### config.mk
export PLATFORM = sky130hd
export DESIGN_NAME = smg_scan_param_zyq_flat
export DESIGN_NICKNAME = d
export VERILOG_FILES = /design/src/rtl/smg_pkg_zyq.sv /design/src/rtl/smg_scan_param_zyq_if.sv /design/src/rtl/seg_decode_zyq.sv /design/src/rtl/smg_scan_param_zyq.sv /design/src/flat_wrapper.sv
export SDC_FILE = /design/constraint.sdc
export NUM_CORES = 1
export LEC_CHECK = 0
export ABC_AREA = 1
export BUFFER_PORTS_ARGS = -buffer_cell sky130_fd_sc_hd__buf_2
export CAP_MARGIN = 30
export CORE_ASPECT_RATIO = 0.9
export CORE_UTILIZATION = 30
export CTS_BUF_LIST = sky130_fd_sc_hd__clkbuf_4 sky130_fd_sc_hd__clkbuf_8
export DETAILED_ROUTE_END_ITERATION = 6
export GPL_ROUTABILITY_DRIVEN = 1
export HOLD_SLACK_MARGIN = 0.15
export SLEW_MARGIN = 20
export SYNTH_ARGS = -nofsm -noshare
export SYNTH_HDL_FRONTEND = slang
export SYNTH_HIERARCHICAL = 1
export SYNTH_SLANG_ARGS = --single-unit
export TNS_END_PERCENT = 50
### constraint.sdc
create_clock -name CLK -period 3.1 [get_ports CLK]
set_clock_uncertainty 0.2 [all_clocks]
set_input_delay 0.62 -clock CLK [delete_from_list [all_inputs] [get_ports CLK]]
set_output_delay 0.62 -clock CLK [all_outputs]
set_load 0.05 [all_outputs]
### src/rtl/smg_pkg_zyq.sv
// Shared constants for the parametrised seven-segment scanner.
// Segment table is {a,b,c,d,e,f,g}, active-high.
package smg_pkg_zyq;

  localparam logic [6:0] SEG_BLANK = 7'h00;

  localparam logic [15:0][6:0] SEG_TAB = {
    7'h47, 7'h4F, 7'h3D, 7'h4E,
    7'h1F, 7'h77, 7'h7B, 7'h7F,
    7'h70, 7'h5F, 7'h5B, 7'h33,
    7'h79, 7'h6D, 7'h30, 7'h7E
  };

  // Never returns less than 1 so counters keep at least one bit.
  function automatic int clog2(input int v);
    int r;
    r = 1;
    for (int i = 1; i < 32; i++)
      if ((1 << i) < v) r = i + 1;
    return r;
  endfunction

endpackage

### src/rtl/smg_scan_param_zyq_if.sv
// Datapath-side and pin-side signals of the scan driver.
// The datapath is the master, the scanner is the slave.
interface smg_scan_param_zyq_if #(
  parameter int DIGITS = 8,
  parameter int DUTY_W = 4
);
  logic                  load;
  logic [4*DIGITS-1:0]   datain;
  logic [DIGITS-1:0]     dpin;
  logic                  lz_en;
  logic [DUTY_W-1:0]     bright;
  logic [DIGITS-1:0]     ledcs;
  logic [6:0]            seg;
  logic                  dp;
  logic                  frame_done;

  modport master (
    output load, datain, dpin, lz_en, bright,
    input  ledcs, seg, dp, frame_done
  );

  modport slave (
    input  load, datain, dpin, lz_en, bright,
    output ledcs, seg, dp, frame_done
  );
endinterface

### src/rtl/seg_decode_zyq.sv
// Hex nibble to active-high segments, with blanking.
// Purely combinational; used once on the selected digit.
module seg_decode_zyq
  import smg_pkg_zyq::*;
(
  input  logic [3:0] nib,
  input  logic       blank,
  output logic [6:0] seg
);

  assign seg = blank ? SEG_BLANK : SEG_TAB[nib];

endmodule

### src/rtl/smg_scan_param_zyq.sv
// Multiplexed seven-segment scanner with double-buffered
// frame-boundary loading, zero suppression and PWM dimming.
module smg_scan_param_zyq
  import smg_pkg_zyq::*;
#(
  parameter int DIGITS     = 8,
  parameter int SCAN_DIV   = 50000,
  parameter int DUTY_W     = 4,
  parameter bit ACTIVE_LOW = 1'b1
) (
  input  logic CLK,
  input  logic RST,
  smg_scan_param_zyq_if.slave bus
);

  localparam int CW = clog2(SCAN_DIV);
  localparam int IW = clog2(DIGITS);
  localparam int PW = CW + DUTY_W + 1;

  if (DIGITS < 2 || DIGITS > 16 || SCAN_DIV < 2 || DUTY_W < 1)
  begin : g_bad_param
    $error("smg_scan_param_zyq: illegal parameter value");
  end

  logic [CW-1:0]       cnt;
  logic [IW-1:0]       idx;
  logic [4*DIGITS-1:0] act_d;
  logic [4*DIGITS-1:0] pend_d;
  logic [DIGITS-1:0]   act_p;
  logic [DIGITS-1:0]   pend_p;
  logic                pend_v;

  logic [DIGITS-1:0]   cs_q;
  logic [6:0]          seg_q;
  logic                dp_q;
  logic                fd_q;

  logic                slot_end;
  logic                frame_end;
  logic [4*DIGITS-1:0] hi;
  logic [3:0]          nib;
  logic                blank;
  logic [6:0]          segd;
  logic [PW-1:0]       lhs;
  logic [PW-1:0]       rhs;
  logic [DIGITS-1:0]   sel;

  assign slot_end  = (cnt == CW'(SCAN_DIV - 1));
  assign frame_end = slot_end && (idx == IW'(DIGITS - 1));

  // hi holds nibbles idx..DIGITS-1; all zero means suppressible.
  always_comb begin
    hi    = act_d >> {idx, 2'b00};
    nib   = hi[3:0];
    blank = bus.lz_en && (idx != '0) && (hi == '0);
    lhs   = PW'(cnt) << DUTY_W;
    rhs   = (PW'(bus.bright) + PW'(1)) * PW'(SCAN_DIV);
    sel   = (lhs < rhs) ? (DIGITS'(1) << idx) : '0;
  end

  seg_decode_zyq u_dec (
    .nib   (nib),
    .blank (blank),
    .seg   (segd)
  );

  always_ff @(posedge CLK or negedge RST) begin
    if (!RST) begin
      cnt    <= '0;
      idx    <= '0;
      act_d  <= '0;
      act_p  <= '0;
      pend_d <= '0;
      pend_p <= '0;
      pend_v <= 1'b0;
      cs_q   <= {DIGITS{ACTIVE_LOW}};
      seg_q  <= {7{ACTIVE_LOW}};
      dp_q   <= ACTIVE_LOW;
      fd_q   <= 1'b0;
    end else begin
      cnt <= slot_end ? '0 : cnt + CW'(1);
      if (slot_end)
        idx <= frame_end ? '0 : idx + IW'(1);
      if (frame_end && pend_v) begin
        act_d <= pend_d;
        act_p <= pend_p;
      end
      // A load on the boundary keeps pend_v set for the next frame.
      if (bus.load) begin
        pend_d <= bus.datain;
        pend_p <= bus.dpin;
        pend_v <= 1'b1;
      end else if (frame_end) begin
        pend_v <= 1'b0;
      end
      cs_q  <= sel ^ {DIGITS{ACTIVE_LOW}};
      seg_q <= segd ^ {7{ACTIVE_LOW}};
      dp_q  <= act_p[idx] ^ ACTIVE_LOW;
      fd_q  <= frame_end;
    end
  end

  assign bus.ledcs      = cs_q;
  assign bus.seg        = seg_q;
  assign bus.dp         = dp_q;
  assign bus.frame_done = fd_q;

endmodule

### src/flat_wrapper.sv
// flat-port wrapper written by rule: the top's interface ports become plain ports
module smg_scan_param_zyq_flat import smg_pkg_zyq::*;
#(
  parameter int DIGITS     = 8,
  parameter int SCAN_DIV   = 50000,
  parameter int DUTY_W     = 4,
  parameter bit ACTIVE_LOW = 1'b1
)
  (CLK, RST, bus_load, bus_datain, bus_dpin, bus_lz_en, bus_bright, bus_ledcs, bus_seg, bus_dp, bus_frame_done);
  smg_scan_param_zyq_if #(.DIGITS(DIGITS), .DUTY_W(DUTY_W)) bus_i ();
  input  logic CLK;
  input  logic RST;
  input wire logic [$bits(bus_i.load)-1:0] bus_load;
  input wire logic [$bits(bus_i.datain)-1:0] bus_datain;
  input wire logic [$bits(bus_i.dpin)-1:0] bus_dpin;
  input wire logic [$bits(bus_i.lz_en)-1:0] bus_lz_en;
  input wire logic [$bits(bus_i.bright)-1:0] bus_bright;
  output wire logic [$bits(bus_i.ledcs)-1:0] bus_ledcs;
  output wire logic [$bits(bus_i.seg)-1:0] bus_seg;
  output wire logic [$bits(bus_i.dp)-1:0] bus_dp;
  output wire logic [$bits(bus_i.frame_done)-1:0] bus_frame_done;
  assign bus_i.load = bus_load;
  assign bus_i.datain = bus_datain;
  assign bus_i.dpin = bus_dpin;
  assign bus_i.lz_en = bus_lz_en;
  assign bus_i.bright = bus_bright;
  assign bus_ledcs = bus_i.ledcs;
  assign bus_seg = bus_i.seg;
  assign bus_dp = bus_i.dp;
  assign bus_frame_done = bus_i.frame_done;
  smg_scan_param_zyq #(.DIGITS(DIGITS), .SCAN_DIV(SCAN_DIV), .DUTY_W(DUTY_W), .ACTIVE_LOW(ACTIVE_LOW)) u_core (.CLK(CLK), .RST(RST), .bus(bus_i));
endmodule
Word level (Yosys, flattened, before mapping)
Memories as Yosys holds them, arrays and structs flattened.
Index checks and enable logic that the tools add are counted.
{"block": "word_totals", "out_inout_bits": 17, "in_bits": 48, "elab_cells": 42, "romBits": 112, "memories": 1, "regBits": 162}
{"block": "classes", "n_shift": 2, "mul": 1, "n_eq_ne": 2, "n_lt_le_gt_ge": 3, "addsub": 3, "mux": 9, "bitwise_logic": 3, "reduce_logical": 7}
{"name": "(name not given)", "words": 16, "word_bits": 7, "rd": 1, "rd_ports_with_merged_regs": 0, "wr": 0, "line": "seg_decode_zyq.sv:11", "rtl": "assign seg = blank ? SEG_BLANK : SEG_TAB[nib];"}
{"operator": "32-bit by 1-bit adder with 32-bit output (second input constant)", "n": 2}
{"operator": "32-bit 2-to-1 mux", "n": 2}
{"operator": "36-bit by 37-bit < comparator with 1-bit output", "n": 1}
{"operator": "37-bit by 12-bit multiplier with 33-bit output (second input constant)", "n": 1}
{"operator": "32-bit by 34-bit >> shifter with 32-bit output", "n": 1}
{"operator": "32-bit by 16-bit equality test with 1-bit output (second input constant)", "n": 1}
{"operator": "32-bit by 3-bit equality test with 1-bit output (second input constant)", "n": 1}
{"operator": "32-bit zero test", "n": 1}
{"operator": "32-bit by 4-bit < comparator with 1-bit output (second input constant)", "n": 1}
{"operator": "32-bit nonzero test", "n": 1}
{"operator": "1-bit by 32-bit left shift with 8-bit output (first input constant)", "n": 1}
{"operator": "7-bit 2-to-1 mux", "n": 2}
{"operator": "8-bit 2-to-1 mux", "n": 1}
{"operator": "8-bit NOT", "n": 1}
{"operator": "7-bit NOT", "n": 1}
{"operator": "4-bit by 1-bit adder with 5-bit output (second input constant)", "n": 1}
{"operator": "4-bit by 5-bit < comparator with 1-bit output (second input constant)", "n": 1}
{"operator": "1-bit logical AND", "n": 4}
{"operator": "1-bit binary-select mux with 3-bit select", "n": 1}
{"operator": "1-bit 2-to-1 mux", "n": 3}
{"operator": "2-bit nonzero test", "n": 1}
{"operator": "1-bit NOT", "n": 1}

Logic depth before layout (Yosys ltp)
Gate-level depths: netlist (run 1).
{"block": "depth", "depth_word": 5, "ltp_mapped": 24}

Cells and area by module
The synthesis (run 1) kept the hierarchy.
{"module": "smg_scan_param_zyq", "cells_each": 1188, "instances": 1, "seq_area_each_um2": 4073.9, "area_per_inst_um2": 9519.1}
{"module": "seg_decode_zyq", "cells_each": 45, "instances": 1, "seq_area_each_um2": 0.0, "area_per_inst_um2": 271.5}

Worst setup path after synthesis (run 1)
OpenSTA, ideal clock, no wires.
{"block": "synth_timing", "path_type": "input -> register", "startpoint": "input port bus_bright[0]", "endpoint": "register u_core.cs_q[0] (netlist: u_core/bus.ledcs[0])", "required_ps": 2833, "setup_slack_ps": -1472, "t_arrival_ps": 4305, "cell_stages": 21, "cell_sequence": "ha_1 -> xor2_1 -> ha_1 -> xnor2_1 -> ha_1 -> ha_1 -> ha_1 -> a21oi_1 -> o21ai_0 -> nand2_1 -> o211ai_1 -> a31oi_1 -> o21ai_0 -> xor2_1 -> ha_1 -> nand4_1 -> nor3_1 -> o21ai_0 -> o2111ai_1 -> nand3_1 -> nand3_1"}
{"block": "synth_between", "elab_chain_cells": 5}
{"item": "start, declared", "line": "flat_wrapper.sv:17", "rtl": "input wire logic [$bits(bus_i.bright)-1:0] bus_bright;"}
{"item": "4-bit by 1-bit adder with 5-bit output", "line": "smg_scan_param_zyq.sv:57", "rtl": "rhs = (PW'(bus.bright) + PW'(1)) * PW'(SCAN_DIV);"}
{"item": "37-bit by 12-bit multiplier with 33-bit output", "line": "smg_scan_param_zyq.sv:57"}
{"item": "36-bit by 37-bit < comparator with 1-bit output", "line": "smg_scan_param_zyq.sv:58", "rtl": "sel = (lhs < rhs) ? (DIGITS'(1) << idx) : '0;"}
{"item": "8-bit 2-to-1 mux", "line": "smg_scan_param_zyq.sv:58"}
{"item": "8-bit NOT (no line)"}
{"item": "end signal, assigned", "line": "smg_scan_param_zyq.sv:76", "rtl": "cs_q <= {DIGITS{ACTIVE_LOW}};"}
{"item": "end signal, assigned", "line": "smg_scan_param_zyq.sv:96", "rtl": "cs_q <= sel ^ {DIGITS{ACTIVE_LOW}};"}
{"item": "end, declared", "line": "smg_scan_param_zyq.sv:33", "rtl": "logic [DIGITS-1:0] cs_q;"}
Every way passes these cells.
A chain may end at the register's enable or synchronous reset.

Worst setup path in the final report (run 1)
{"block": "layout_timing", "startpoint": "input port bus_bright[0]", "endpoint": "register u_core.cs_q[5] (netlist: u_core/bus.ledcs[5])"}
Same word-level chain as after synthesis.

==> impl_metrics.yaml, run 1 <==
sta:
  fmax_mhz: 249.0
  fin_crit_sh_pct: 129.5
  fin_ws_ns: -0.9158
  period_needed_ns: 4.016
  maxSlewViolCount: 0
  hold_viol_final: 0
  finalSetupViolations: 8
  tightest_slew_ns: 0.7448
  timing.hold.ws_ns: 0.1840
  rsz0062_at_grt: "yes"
  slew_headroom_pct: 50.29
run_status:
  failed_checks: "DRC, setup timing"
  status: "complete, but fails checks"
grt:
  grt.total_usage_pct: 14.93
  grt_pass1_wl_mm: 40.46
  grt_pass1_vias: 8272
  grt_overflow: 0
  antenna_found_initial: 0
  grt_start_max_net_pins: 58
placement:
  place_hpwl_mm: 17.52
  post_dp_cell_area_sq_mm: 0.01102
  port_buffers: 64
  dp.cells: 1736
  gp_congestion: 0.8889
critical_path:
  critPathCaptureType: "flip-flop"
  critPathMaxStageDelay_ns: 0.31
  reg2reg_from: "u_core/cnt[0]"
  crit_buf_inv: 1
  worstRegToRegCells: 14
  crit_chain: "buf_8 > ha_4 > xor2_4 > ha_4 > xnor2_2 > ha_1 > ha_4 > ha_4 > a21oi_4 > o21ai_2 > nand2_1 > o211ai_1 > a31oi_1 > o21ai_1 > xor2_1 > ha_1 > nand4_1 > nor3_2 > o21ai_2 > o2111ai_2 > nand3_4 > nand3_2"
  r2r_end: "u_core/act_d[12]"
  worstSetupPathType: "input port to flip-flop"
  critPathArrivalTime_ns: 4.23
  slowest_stage: "ha_1"
  cp.required_ns: 3.31
  rrSetupSlack_ns: 0.24
  worst_setup_path_start_kind: "input port"
  cp_common_cell: "ha_4"
  worst-path-max-fanout: 8
  crit_family: "adder cells"
floorplan:
  rows: 62
  ios: 65
  die_w_um: 192.4
  coreArea_sq_mm: 0.03204
  start_util_pct: 30.56
  die_h_um: 173.4
  die_area_sq_mm: 0.03336
yosys:
  synth_edf_count: 0
  syn-num-nets: 1338
  synth.area.top_cells: "dfrtp_1 37%, nand2_1 10%, ha_1 7.2%"
  synth_xor_area_share_pct: 4.383
  synth_compound_area_share_pct: 11.23
  ys.flop_type: "dfrtp_1"
  yosys.area_share.adder_pct: 7.361
  yosysMostFrequentCell: "nand2_1"
  synthDistinctLibCells: 54
  yosys-top-cells-count: "265 x nand2_1, 167 x inv_1, 146 x dfrtp_1"
  yosysSeqAreaShare_pct: 41.61
  synth.largest_area_cell: "dfrtp_1"
  yosysWarningCount: 6
  synth_top_family_by_area: "simple AND/OR/NAND/NOR gates"
  syn-instance-count: 1233
  synth_area_sq_mm: 0.009791
  ys_seq_elements: 162
  muxShareOfSynthArea_pct: 0
  synth_top_area_share_pct: 37.32
  synth-simple-area-share_pct: 26.63
  ys_async_sr_fraction_pct: 100.0
  synth.avg_cell_area_sq_um: 7.941
power:
  fin_total_pwr_mw: 4.577
  p_per_area_mw_per_mm2: 379.0
  vdd_ir_drop_max_mv: 0.2833
  p_leak_nw: 5.915
detailed_routing:
  wl_met3_um: 812
  via_per_inst: 4.690
  drc: 5
  drt.antenna.violating_nets: 0
  drt-initial-drc-count: 475
  wl_met2_mm: 10.86
  vias: 8493
  wl_per_cell_um: 13.09
  top_layer: "met4"
  drt-met1-wl_mm: 11.83
  firstDrtPassIters: 7
  wl_mm: 23.71
clock_network:
  insertion_delay_ns: 0.47
  clockRootBuffer: "clkbuf_8"
  clk_pin_slew_ns: 0.09
  clockBufferDepth: 2
  cts_inserted_buffers: 17
  clkSinkCount: 162
  htreeDepth: 4
  cts_tree: "done"
layout:
  drive_gt1_share_pct: 20.50
  stdcell_area_sq_mm: 0.01208
  nFillCells: 3278
  diodes: 0
  final_cells: 1811
  area_growth_pct: 23.35
  post-route-util_pct: 37.69
  final_nets: 1487
min_path:
  hold_depth: 3
  min_to: "u_core/pend_d[26]"
  hp-class: "input port to flip-flop"
  hold_start: "bus_datain[26]"
job:
  cap_violations: 0
-- state kept, by name, summed over array words and instances, names as in the netlist --
name,count
u_core/act_d,32
u_core/cnt,32
u_core/idx,32
u_core/pend_d,32
u_core/act_p,8
u_core/bus.ledcs,8
u_core/pend_p,8
u_core/bus.seg,7
u_core/bus.dp,1
u_core/bus.frame_done,1
u_core/pend_v,1
-- logic make-up after synthesis --
logic type,count (synthesis)
flops,162
fa+ha+maj,57
buf+inv,206
xor+xnor,49
compound gates,175
simple gates,584
-- worst min-delay path: stages --
cell,delay (ns)
buf_2,0.07
nand2_1,0.04
o21ai_0,0.07
-- per-stage QoR --
step / TNS, ns / setup slack, ns
after floorplan: -8.897 / -1.122
after global placement: -12.34 / -1.557
after detailed placement: -13.47 / -1.695
after CTS: -6.724 / -0.8603
after global routing: -9.028 / -1.139
final: -7.227 / -0.9158
-- layout make-up --
| class | count | area (sq um) | area share [%] |
|---|---|---|---|
| Clock buffer | 19 | 255.2 | 2.114 |
| Clock inverter | 13 | 161.4 | 1.337 |
| Inverter | 171 | 646.9 | 5.356 |
| Multi-Input combinational cell | 865 | 5172 | 42.83 |
| Sequential cell | 162 | 4075 | 33.74 |
| Tap cell | 416 | 520.5 | 4.310 |
| Timing Repair Buffer | 165 | 1245 | 10.31 |
-- cells in the final DEF (no fill, tap or decap), drive strengths merged, types with 4 or more instances in the layout --
master / instances
clkbuf: 19
nor2: 111
o211ai: 6
nand3: 112
nand4: 24
a21oi: 37
dlygate4sd3: 37
or2: 4
xnor2: 11
nor4: 10
o21ai: 111
nor3: 44
xor2: 38
ha: 56
nand2: 269
dfrtp: 146
inv: 179
buf: 128
dfstp: 16
-- timing repair --
action,in CTS,in global routing
endpoints found under the hold margin,83,0
hold buffers,37,0
pin swaps,27,6
setup buffers,5,1
gates resized for setup,35,10
setup endpoints to repair,8,15
-- layer usage --
layer	up-vias	track usage (%)
li1	4328	-
met1	3997	21.37
met4	0	3.478
met3	17	2.611
met5	-	0
met2	151	23.26
-- where the power goes --
group	internal, mW	switching, mW	total (mW)
combinational	0.362	0.390	0.752
sequential	2.16	0.0115	2.17
clock	0.776	0.879	1.65
total	3.30	1.28	4.58
-- worst max-delay path by stage --
stage               cells past startpoint                  end          start  slack, ns
detailed placement                     23  u_core/bus.ledcs[0]  bus_bright[0]      -1.69
global placement                       25  u_core/bus.ledcs[2]  bus_bright[0]      -1.56
global route                           23  u_core/bus.ledcs[3]  bus_bright[1]      -1.14
CTS                                    22  u_core/bus.ledcs[3]  bus_bright[2]      -0.86
floorplan                              21  u_core/bus.ledcs[0]  bus_bright[0]      -1.12
finish                                 22  u_core/bus.ledcs[5]  bus_bright[0]      -0.92
No activity file was read; power rests on OpenSTA's default activity.
==> run 2: changes to the inputs <==
--- a/config.mk
+++ b/config.mk
@@ -17,6 +17,5 @@
 export SLEW_MARGIN = 20
 export SYNTH_ARGS = -nofsm -noshare
 export SYNTH_HDL_FRONTEND = slang
-export SYNTH_HIERARCHICAL = 1
 export SYNTH_SLANG_ARGS = --single-unit
 export TNS_END_PERCENT = 50
==> run 2 against run 1 <==
The flow finishes with violations (setup timing). Count of clock-buffer cells in the layout fell by 2. Highest routed layer unchanged. Worst hold slack gained 0.0012 ns. Critical endpoint is now u_core.bus.ledcs[0]. Maximum frequency shrank 8.2%. Via count grew 5.4%. Die area increased by 1.1%. Area after synthesis increased by 1.1%.
==> impl_metrics.yaml, run 2 <==
critical_path:
  worstSetupPathType: "input port to flip-flop"
  worst-path-max-fanout: 4
  cp_common_cell: "nand2_1"
  critPathArrivalTime_ns: 4.53
  critPathLaunch: "bus_bright[1]"
  cp.required_ns: 3.26
  slowest_stage: "ha_4"
  critPathCaptureType: "flip-flop"
  critPathMaxStageDelay_ns: 0.30
  worst_setup_path_start_kind: "input port"
  reg2reg_from: "u_core.idx[19]"
clock_network:
  insertion_delay_ns: 0.47
  clockBufferDepth: 2
  clkSinkCount: 162
  clockRootBuffer: "clkbuf_8"
  cts_tree: "done"
  cts_inserted_buffers: 17
  htreeDepth: 4
  clk_pin_slew_ns: 0.10
floorplan:
  die_area_sq_mm: 0.03374
  ios: 65
  coreArea_sq_mm: 0.03219
  die_w_um: 193.5
  rows: 62
  start_util_pct: 30.76
  die_h_um: 174.4
yosys:
  ys.flop_type: "dfrtp_1"
  muxShareOfSynthArea_pct: 0
  synthDistinctLibCells: 45
  synth_edf_count: 0
  synth_top_family_by_area: "simple AND/OR/NAND/NOR gates"
  synth.avg_cell_area_sq_um: 7.617
  syn-num-nets: 1407
  synth.largest_area_cell: "dfrtp_1"
  yosysMostFrequentCell: "nand2_1"
  synth_compound_area_share_pct: 6.609
  yosys.area_share.adder_pct: 7.531
  yosysSeqAreaShare_pct: 41.14
  syn-instance-count: 1300
  synth.area.top_cells: "dfrtp_1 37%, nand2_1 15%, ha_1 7.3%"
  ys_async_sr_fraction_pct: 100.0
  synth_area_sq_mm: 0.009902
  ys_seq_elements: 162
  synth_top_area_share_pct: 36.90
  synth_xor_area_share_pct: 5.484
  yosysWarningCount: 0
  yosys-top-cells-count: "395 x nand2_1, 146 x dfrtp_1, 137 x inv_1"
  synth-simple-area-share_pct: 31.53
power:
  p_leak_nw: 6.005
  p_per_area_mw_per_mm2: 375.4
  fin_total_pwr_mw: 4.604
  vdd_ir_drop_max_mv: 0.2086
placement:
  place_hpwl_mm: 18.87
  pre_cts_ws_ns: -1.834
  gp_congestion: 0.9173
  dp.cells: 1793
  port_buffers: 64
layout:
  nFillCells: 3250
  final_cells: 1873
  multi_input_comb_area_sq_mm: 0.005431
  final-seq-area_sq_mm: 0.004074
  drive_gt1_share_pct: 18.05
  final_nets: 1552
  final_common_cell: "nand2_1"
  diodes: 0
  layout_common_cells: "389 x nand2_1, 146 x dfrtp_1, 132 x inv_1"
  post-route-util_pct: 38.09
  area_growth_pct: 23.84
grt:
  grt_start_max_net_pins: 62
  grt_overflow: 0
  grt_pass1_vias: 8879
  antenna_found_initial: 0
  grt_pass1_wl_mm: 44.17
  grt.total_usage_pct: 16.04
sta:
  slew_headroom_pct: 42.80
  fmax_mhz: 228.5
  period_needed_ns: 4.376
  maxSlewViolCount: 0
  finalSetupViolations: 8
  fin_ws_ns: -1.276
  hold_viol_final: 0
  timing.hold.ws_ns: 0.1851
  tightest_slew_ns: 0.8502
  rsz0062_at_grt: "yes"
  fin_crit_sh_pct: 141.2
min_path:
  hold_start: "bus_datain[31]"
  hp-class: "input port to flip-flop"
detailed_routing:
  wl_per_cell_um: 13.65
  drt.antenna.violating_nets: 0
  drt-initial-drc-count: 676
  firstDrtPassIters: 5
  via_per_inst: 4.777
  drc: 0
  wl_mm: 25.56
  vias: 8948
run_status:
  status: "complete, but fails checks"
  failed_checks: "setup timing"
job:
  cap_violations: 0
## run 2: changes by cell type in the layout (fill, tap and decap cells not counted), sizes merged, moves of 3 or more
| cell | delta |
|---|---|
| nand3 | -4 |
| xor2 | +13 |
| o21ai | -36 |
| nor4 | +14 |
| or2 | -4 |
| nor2 | -8 |
| inv | -25 |
| nand2 | +132 |
| a21oi | -7 |
| o211ai | -5 |
| clkinv | +3 |
## run 2: metrics by stage
stage	setup TNS [ns]	area (sq um)
floorplan	-10.48	10130
global placement	-13.51	11220
detailed placement	-14.22	11220
CTS	-8.931	12160
global route	-11.66	12260
finish	-9.893	12260
## run 2: cell families after synthesis
| logic type | Yosys count |
|---|---|
| simple gates | 708 |
| fa+ha+maj | 59 |
| xor+xnor | 62 |
| compound gates | 122 |
| flops | 162 |
| buf+inv | 187 |
## run 2: what timing repair did
action                                  CTS  global route
pin swaps                                24            20
setup buffers                             7             6
endpoints found under the hold margin    83             0
hold buffers                             36             0
gates resized for setup                  24            14
endpoints found under the setup margin    8            15
gates cloned                              0             0
## run 2: worst paths after layout
kind	endpoint	slack, ns	cells after the start
setup reg to reg	u_core.bus.seg[2]	0.26	18
hold reg to reg	u_core.pend_d[14]	0.28	2
setup / recovery	u_core.bus.ledcs[0]	-1.28	30
min in group asynchronous	u_core.pend_d[17]	0.47	2
max in group asynchronous	u_core.pend_d[11]	1.49	3
hold / removal	u_core.pend_d[31]	0.19	3
## run 2: area by class of cell
cell class / count / share of cell area (%)
clock inverters: 14 / 1.398
well taps: 416 / 4.244
flip-flops and latches: 162 / 33.22
clock buffers: 17 / 1.908
multi-input cells: 951 / 44.29
inverters: 147 / 4.500
repair buffers: 166 / 10.44
## run 2: worst max-delay path: cells and delay by family
kind,cells,cell delay [ns]
XOR/XNOR,2,0.28
buffers and inverters,3,0.20
adder cells (fa/ha/maj),6,1.33
AND/OR/NAND/NOR,13,1.42
AO/OA/AOI/OAI,6,0.68
## run 2: power by group
part	switching, mW	internal, mW
clock network	0.914	0.676
registers	0.0279	2.16
logic	0.405	0.422
total	1.35	3.26
## run 2: metal layers
| metal | GRT usage [%] | up-vias | wire length [um] |
|---|---|---|---|
| met5 | 0 | - | 0 |
| met2 | 25.35 | 209 | 11380 |
| met4 | 4.800 | 0 | 502 |
| met1 | 22.44 | 4219 | 12610 |
| met3 | 2.600 | 24 | 1072 |
| li1 | - | 4496 | - |
